File: config.mk
export PLATFORM = sky130hd
export DESIGN_NAME = mem_access_unit
export DESIGN_NICKNAME = d
export VERILOG_FILES = /design/src/rtl/mem_access_pkg.sv /design/src/rtl/mem_access_unit_load_extend.sv /design/src/rtl/mem_access_unit.sv
export SDC_FILE = /design/constraint.sdc
export NUM_CORES = 1
export LEC_CHECK = 0
export BUFFER_PORTS_ARGS = -buffer_cell sky130_fd_sc_hd__buf_4
export CAP_MARGIN = 5
export CORE_MARGIN = 2
export CORE_UTILIZATION = 41
export CTS_BUF_LIST = sky130_fd_sc_hd__clkbuf_8
export DETAILED_ROUTE_END_ITERATION = 10
export PLACE_DENSITY = 0.71
export SYNTH_ARGS = -nofsm -noshare
export SYNTH_HDL_FRONTEND = slang
export SYNTH_HIERARCHICAL = 1
export SYNTH_SLANG_ARGS = --single-unit
File: constraint.sdc
create_clock -name clk -period 1.68 [get_ports clk]
set_input_delay 0.168 -clock clk [delete_from_list [all_inputs] [get_ports clk]]
set_output_delay 0.168 -clock clk [all_outputs]
set_load 0.05 [all_outputs]
File: src/rtl/mem_access_pkg.sv
// Shared op encodings, RMW state type and op-class helpers for the MEM-stage access unit.
package mem_access_pkg;

    localparam logic [3:0] OP_NONE = 4'd0;
    localparam logic [3:0] OP_LW   = 4'd1;
    localparam logic [3:0] OP_LH   = 4'd2;
    localparam logic [3:0] OP_LHU  = 4'd3;
    localparam logic [3:0] OP_LB   = 4'd4;
    localparam logic [3:0] OP_LBU  = 4'd5;
    localparam logic [3:0] OP_SW   = 4'd6;
    localparam logic [3:0] OP_SH   = 4'd7;
    localparam logic [3:0] OP_SB   = 4'd8;

    typedef enum logic {
        S_IDLE  = 1'b0,
        S_WRITE = 1'b1
    } state_t;

    function automatic logic is_load(input logic [3:0] op);
        return (op == OP_LW) || (op == OP_LH) || (op == OP_LHU) ||
               (op == OP_LB) || (op == OP_LBU);
    endfunction

    function automatic logic is_store(input logic [3:0] op);
        return (op == OP_SW) || (op == OP_SH) || (op == OP_SB);
    endfunction

endpackage

File: src/rtl/mem_access_unit_load_extend.sv
// Combinational load lane select with sign/zero extension (little-endian lanes).
module load_extend
    import mem_access_pkg::*;
#(
    parameter int DATA_W = 32
) (
    input  logic [3:0]        op,
    input  logic [1:0]        lane,
    input  logic [DATA_W-1:0] word,
    output logic [DATA_W-1:0] rdata
);

    logic signed [7:0]  byte_s;
    logic signed [15:0] half_s;

    always_comb begin
        byte_s = word[{lane, 3'b000} +: 8];
        half_s = word[{lane[1], 4'b0000} +: 16];
        case (op)
            OP_LW:   rdata = word;
            OP_LH:   rdata = {{(DATA_W-16){half_s[15]}}, half_s};
            OP_LHU:  rdata = {{(DATA_W-16){1'b0}}, half_s};
            OP_LB:   rdata = {{(DATA_W-8){byte_s[7]}}, byte_s};
            OP_LBU:  rdata = {{(DATA_W-8){1'b0}}, byte_s};
            default: rdata = '0;
        endcase
    end

endmodule

File: src/rtl/mem_access_unit.sv
// MEM-stage data memory access controller: one-cycle loads/sw, two-cycle RMW for sh/sb.
// Optional misalignment trap/suppression enabled by defining MEM_ALIGN_CHECK_EN.
module mem_access_unit
    import mem_access_pkg::*;
#(
    parameter int ADDR_W = 32,
    parameter int DATA_W = 32
) (
    input  logic              clk,
    input  logic              reset,
    input  logic              req_valid,
    input  logic [3:0]        req_op,
    input  logic [ADDR_W-1:0] req_addr,
    input  logic [DATA_W-1:0] req_wdata,
    input  logic [31:0]       req_pc,
    output logic              stall,
    output logic [DATA_W-1:0] rdata,
    output logic              align_err,
    output logic              dm_we,
    output logic              dm_re,
    output logic [ADDR_W-1:0] dm_addr,
    output logic [DATA_W-1:0] dm_wd,
    output logic [31:0]       dm_pc,
    input  logic [DATA_W-1:0] dm_rd
);

    state_t            state_q, state_d;
    logic [DATA_W-1:0] merge_q, merge_d;
    logic [ADDR_W-1:0] addr_q;
    logic [31:0]       pc_q;
    logic [ADDR_W-1:0] word_addr;
    logic [DATA_W-1:0] ext_rdata;
    logic              misalign;
    logic              req_ok;
    logic              rmw_start;

    assign word_addr = {req_addr[ADDR_W-1:2], 2'b00};

`ifdef MEM_ALIGN_CHECK_EN
    always_comb begin
        case (req_op)
            OP_LW, OP_SW:         misalign = (req_addr[1:0] != 2'b00);
            OP_LH, OP_LHU, OP_SH: misalign = req_addr[0];
            default:              misalign = 1'b0;
        endcase
    end
`else
    assign misalign = 1'b0;
`endif

    // req_* is only honoured in S_IDLE; in S_WRITE the held instruction retires.
    assign req_ok    = req_valid && (state_q == S_IDLE) && !misalign;
    assign rmw_start = req_ok && ((req_op == OP_SH) || (req_op == OP_SB));

    always_comb begin
        merge_d = dm_rd;
        if (req_op == OP_SB)
            merge_d[{req_addr[1:0], 3'b000} +: 8] = req_wdata[7:0];
        else
            merge_d[{req_addr[1], 4'b0000} +: 16] = req_wdata[15:0];
    end

    load_extend #(.DATA_W(DATA_W)) u_load_extend (
        .op    (req_op),
        .lane  (req_addr[1:0]),
        .word  (dm_rd),
        .rdata (ext_rdata)
    );

    // State and RMW capture registers
    always_ff @(posedge clk) begin
        if (reset) begin
            state_q <= S_IDLE;
            merge_q <= '0;
            addr_q  <= '0;
            pc_q    <= '0;
        end else begin
            state_q <= state_d;
            if (rmw_start) begin
                merge_q <= merge_d;
                addr_q  <= word_addr;
                pc_q    <= req_pc;
            end
        end
    end

    always_comb begin
        state_d = state_q;
        case (state_q)
            S_IDLE:  if (rmw_start) state_d = S_WRITE;
            S_WRITE: state_d = S_IDLE;
            default: state_d = S_IDLE;
        endcase
    end

    // Outputs are forced quiet during reset so an aborted RMW never writes.
    always_comb begin
        stall     = 1'b0;
        rdata     = '0;
        align_err = 1'b0;
        dm_we     = 1'b0;
        dm_re     = 1'b0;
        dm_addr   = '0;
        dm_wd     = '0;
        dm_pc     = '0;
        if (!reset) begin
            if (state_q == S_WRITE) begin
                dm_we   = 1'b1;
                dm_wd   = merge_q;
                dm_addr = addr_q;
                dm_pc   = pc_q;
            end else begin
                align_err = req_valid && misalign;
                if (req_ok && is_load(req_op)) begin
                    dm_re   = 1'b1;
                    dm_addr = word_addr;
                    dm_pc   = req_pc;
                    rdata   = ext_rdata;
                end else if (req_ok && is_store(req_op)) begin
                    dm_addr = word_addr;
                    dm_pc   = req_pc;
                    if (req_op == OP_SW) begin
                        dm_we = 1'b1;
                        dm_wd = req_wdata;
                    end else begin
                        dm_re = 1'b1;
                        stall = 1'b1;
                    end
                end
            end
        end
    end

endmodule

==> out/qor.txt <==
DRT antenna net count - 0
full die area - 15900 µm²
Crit path largest cell delay - 0.38 ns
Clk Latency, worst-skew pair - 0.39 ns
TritonCTS buffer count - 9
WHS - 0.0290 ns
global-route wire length before repair - 37300 µm
chip width - 126 µm
Root Buffer - clkbuf_8
Yosys Warn Count - 6
Rows - 44
Critical Path AT - 1.83 ns
core area - 14500 µm²
Setup Skew - 0.00701 ns
H-Tree Depth - 3
CP max FO - 8
largest area contributor in the netlist - dfxtp_1
EDFF count, synth - 0
status - finished, violations left
Unique masters post-synth - 46
height of the die - 126 µm
FF+latch count, synth - 95
Least-Margin Pin Slew - 0.545 ns
Slew Limit Fails - 0
final worst-path cycle share - 1.19
Final Hold Vio Count - 0
Overflow after GRT - 0
CTS Buffer Depth - 2
routed wire length - 27600 µm
DR WL/cell - 20.8 µm
max-cap violations - 0
CP cell instances - nor2b_4 -> and3_4 -> buf_12 -> clkbuf_16 -> a22oi_1 -> nor2_4 -> buf_8
Fmax - 0.500 GHz
CP required - 1.51 ns
# DRC - 0
final setup fails - 128
M1 WL - 10600 µm
pwr dens - 516 nW/µm²
nets@finish - 1278
leakage - 4.55 nW
Post-Syn Area - 6110 µm²
top-area cell type share of the netlist area - 0.311
IO Count - 267
final critical-path required period - 2.00 ns
Setup WS post-layout - -0.319 ns
ranking of synthesized cells by area - dfxtp_1 (31%), nand2_1 (11%), mux2i_1 (9.8%), a22oi_1 (7.6%), nor2_1 (7.5%)
relative slew slack - 0.635
Top Layer Used - met4
clock slew at reported path FFs - 0.10 ns
RSZ-0062 raised after global routing - yes
VDD IR-drop max - 0.437 mV
WL met3 - 2100 µm
CTS Sinks - 95
Critical Path End Type - output port
critical setup path kind - reg -> out
Pre-Repair DR Iteration Count - 5
Hold Path Class - in -> reg
largest net degree at the start of global routing - 41
GRT Total Usage - 0.290
Port-buffer cells - 263
Initial Util - 0.421
number of diodes - 0
vias in the first global route - 7000
wire length on met2 - 14000 µm
crit start category - flip-flop
post-layout util - 0.809
fraction of layout instances using a drive strength above 1 - 0.538
main flop type after synthesis - dfxtp_1
GP Congestion - 0.914
DRT iter0 DRCs - 576
Layout area overhead - 92.3%
Synth Area per Inst - 7.36 µm²
CTS tree - done
Mapped Cells - 830
Slowest-stage cell, CP - dfxtp_4
sequential share of the synthesized area - 0.311
vias - 7776
failing checks - setup timing
Synth async-reset ratio - 0
Place WS - -0.254 ns
via/cell ratio - 5.86
initial antenna violation count - 0
dpl hpwl - 16100 µm
==> registers in the layout, summed over array words and instances, names as in the netlist <==
signal / cells
addr_q: 30
merge_q: 32
pc_q: 32
state_q: 1
==> cells by family (layout without fill, tap and decap cells) <==
kind of cell,count (synthesis),after routing,synth area share
AOI/OAI and AO/OA,214,214,0.251
adders and majority gates,5,5,0.0102
other,1,3,0.000614
and+or+nand+nor,368,368,0.264
muxes,61,61,0.100
DFF,95,95,0.311
buffers and inverters,86,396,0.0637
==> synthesized netlist by cell type (2+ instances only) <==
library cell and number:
inv_1 7, a221oi_1 32, a21o_4 2, nor2_1 122, mux2i_1 60, a221o_1 14
ha_1 5, buf_6 4, buf_2 14, and2_1 32, a22oi_1 62, nor4b_4 2
buf_1 2, a211o_1 16, nor3_1 17, nand2_1 177, and4b_1 2, nor4b_1 2
clkbuf_1 54, nand4bb_1 3, buf_4 4, a21oi_1 79, dfxtp_1 95
==> metrics by stage <==
| step | total power (W) | instances | cell area (µm²) | setup TNS, ns |
|---|---|---|---|---|
| floorplan | 0.00326 | 832 | 6750 | -0.512 |
| global placement | 0.00394 | 1280 | 9410 | -37.04 |
| detailed placement | 0.00395 | 1280 | 9410 | -39.13 |
| CTS | 0.00585 | 1315 | 10900 | -30.62 |
| global route | 0.00626 | 1326 | 11800 | -39.94 |
| finish | 0.00606 | 1326 | 11800 | -32.36 |
==> timing repair <==
action                                  in CTS  in global routing
hold buffers                                 0                  0
resized for setup                          215                171
hold endpoints to repair                     0                  0
endpoints found under the setup margin     129                128
setup buffers                               13                 11
cloned                                       8                  5
pin swaps                                   11                 31
==> where the power goes <==
group	switching, W	internal (W)
clock	0.000859	0.000874
sequential	0.0000516	0.00231
combinational	0.00109	0.000876
==> area by class of cell <==
| type | count | area [µm²] |
|---|---|---|
| Sequential cell | 95 | 1910 |
| Fill cell | 889 | 2780 |
| Multi-Input combinational cell | 651 | 5230 |
| Clock buffer | 10 | 138 |
| Tap cell | 184 | 230 |
| Clock inverter | 5 | 81.3 |
| Timing Repair Buffer | 374 | 4140 |
| Inverter | 7 | 28.8 |
==> cells in the final DEF, fill, tap and decap left out, drive strengths merged, types with 2 or more instances in the layout <==
cell type and instances:
ha 5, nand4bb 3, a221o 14, a21oi 79
and4b 2, a221oi 32, clkbuf 15, a22oi 62
nor3 18, buf 368, bufinv 2, dfxtp 95
a21o 3, nand2 177, inv 8, mux2i 60
and2 32, a211o 16, conb 3, nor2 123
nor4b 4
==> routing by layer <==
layer  track usage  up-vias
met4        0.0957        0
met3        0.0637       69
met2         0.478      418
met1         0.378     3729
met5             0        -
li1              -     3560
==> critical path: cells and delay by family (launching register included) <==
kind / cells / cell delay [ns]
AO/OA/AOI/OAI: 1 / 0.10
buffers and inverters: 3 / 0.46
flip-flops: 1 / 0.38
AND/OR/NAND/NOR: 3 / 0.50
==> worst paths after layout <==
kind                            depth (start not counted)  slack [ns]                  start                 endpoint
worst max-delay path                                    7       -0.32     state_q$_SDFF_PP0_                dm_pc[22]
worst min-delay path                                    3        0.03             req_pc[10]    pc_q[10]$_SDFFE_PP0P_
worst max register to register                          8        0.03     state_q$_SDFF_PP0_  addr_q[21]$_SDFFE_PP0P_
worst min register to register                          2        0.46  pc_q[23]$_SDFFE_PP0P_    pc_q[23]$_SDFFE_PP0P_
Note: power is estimated with default switching activity, not from simulation.
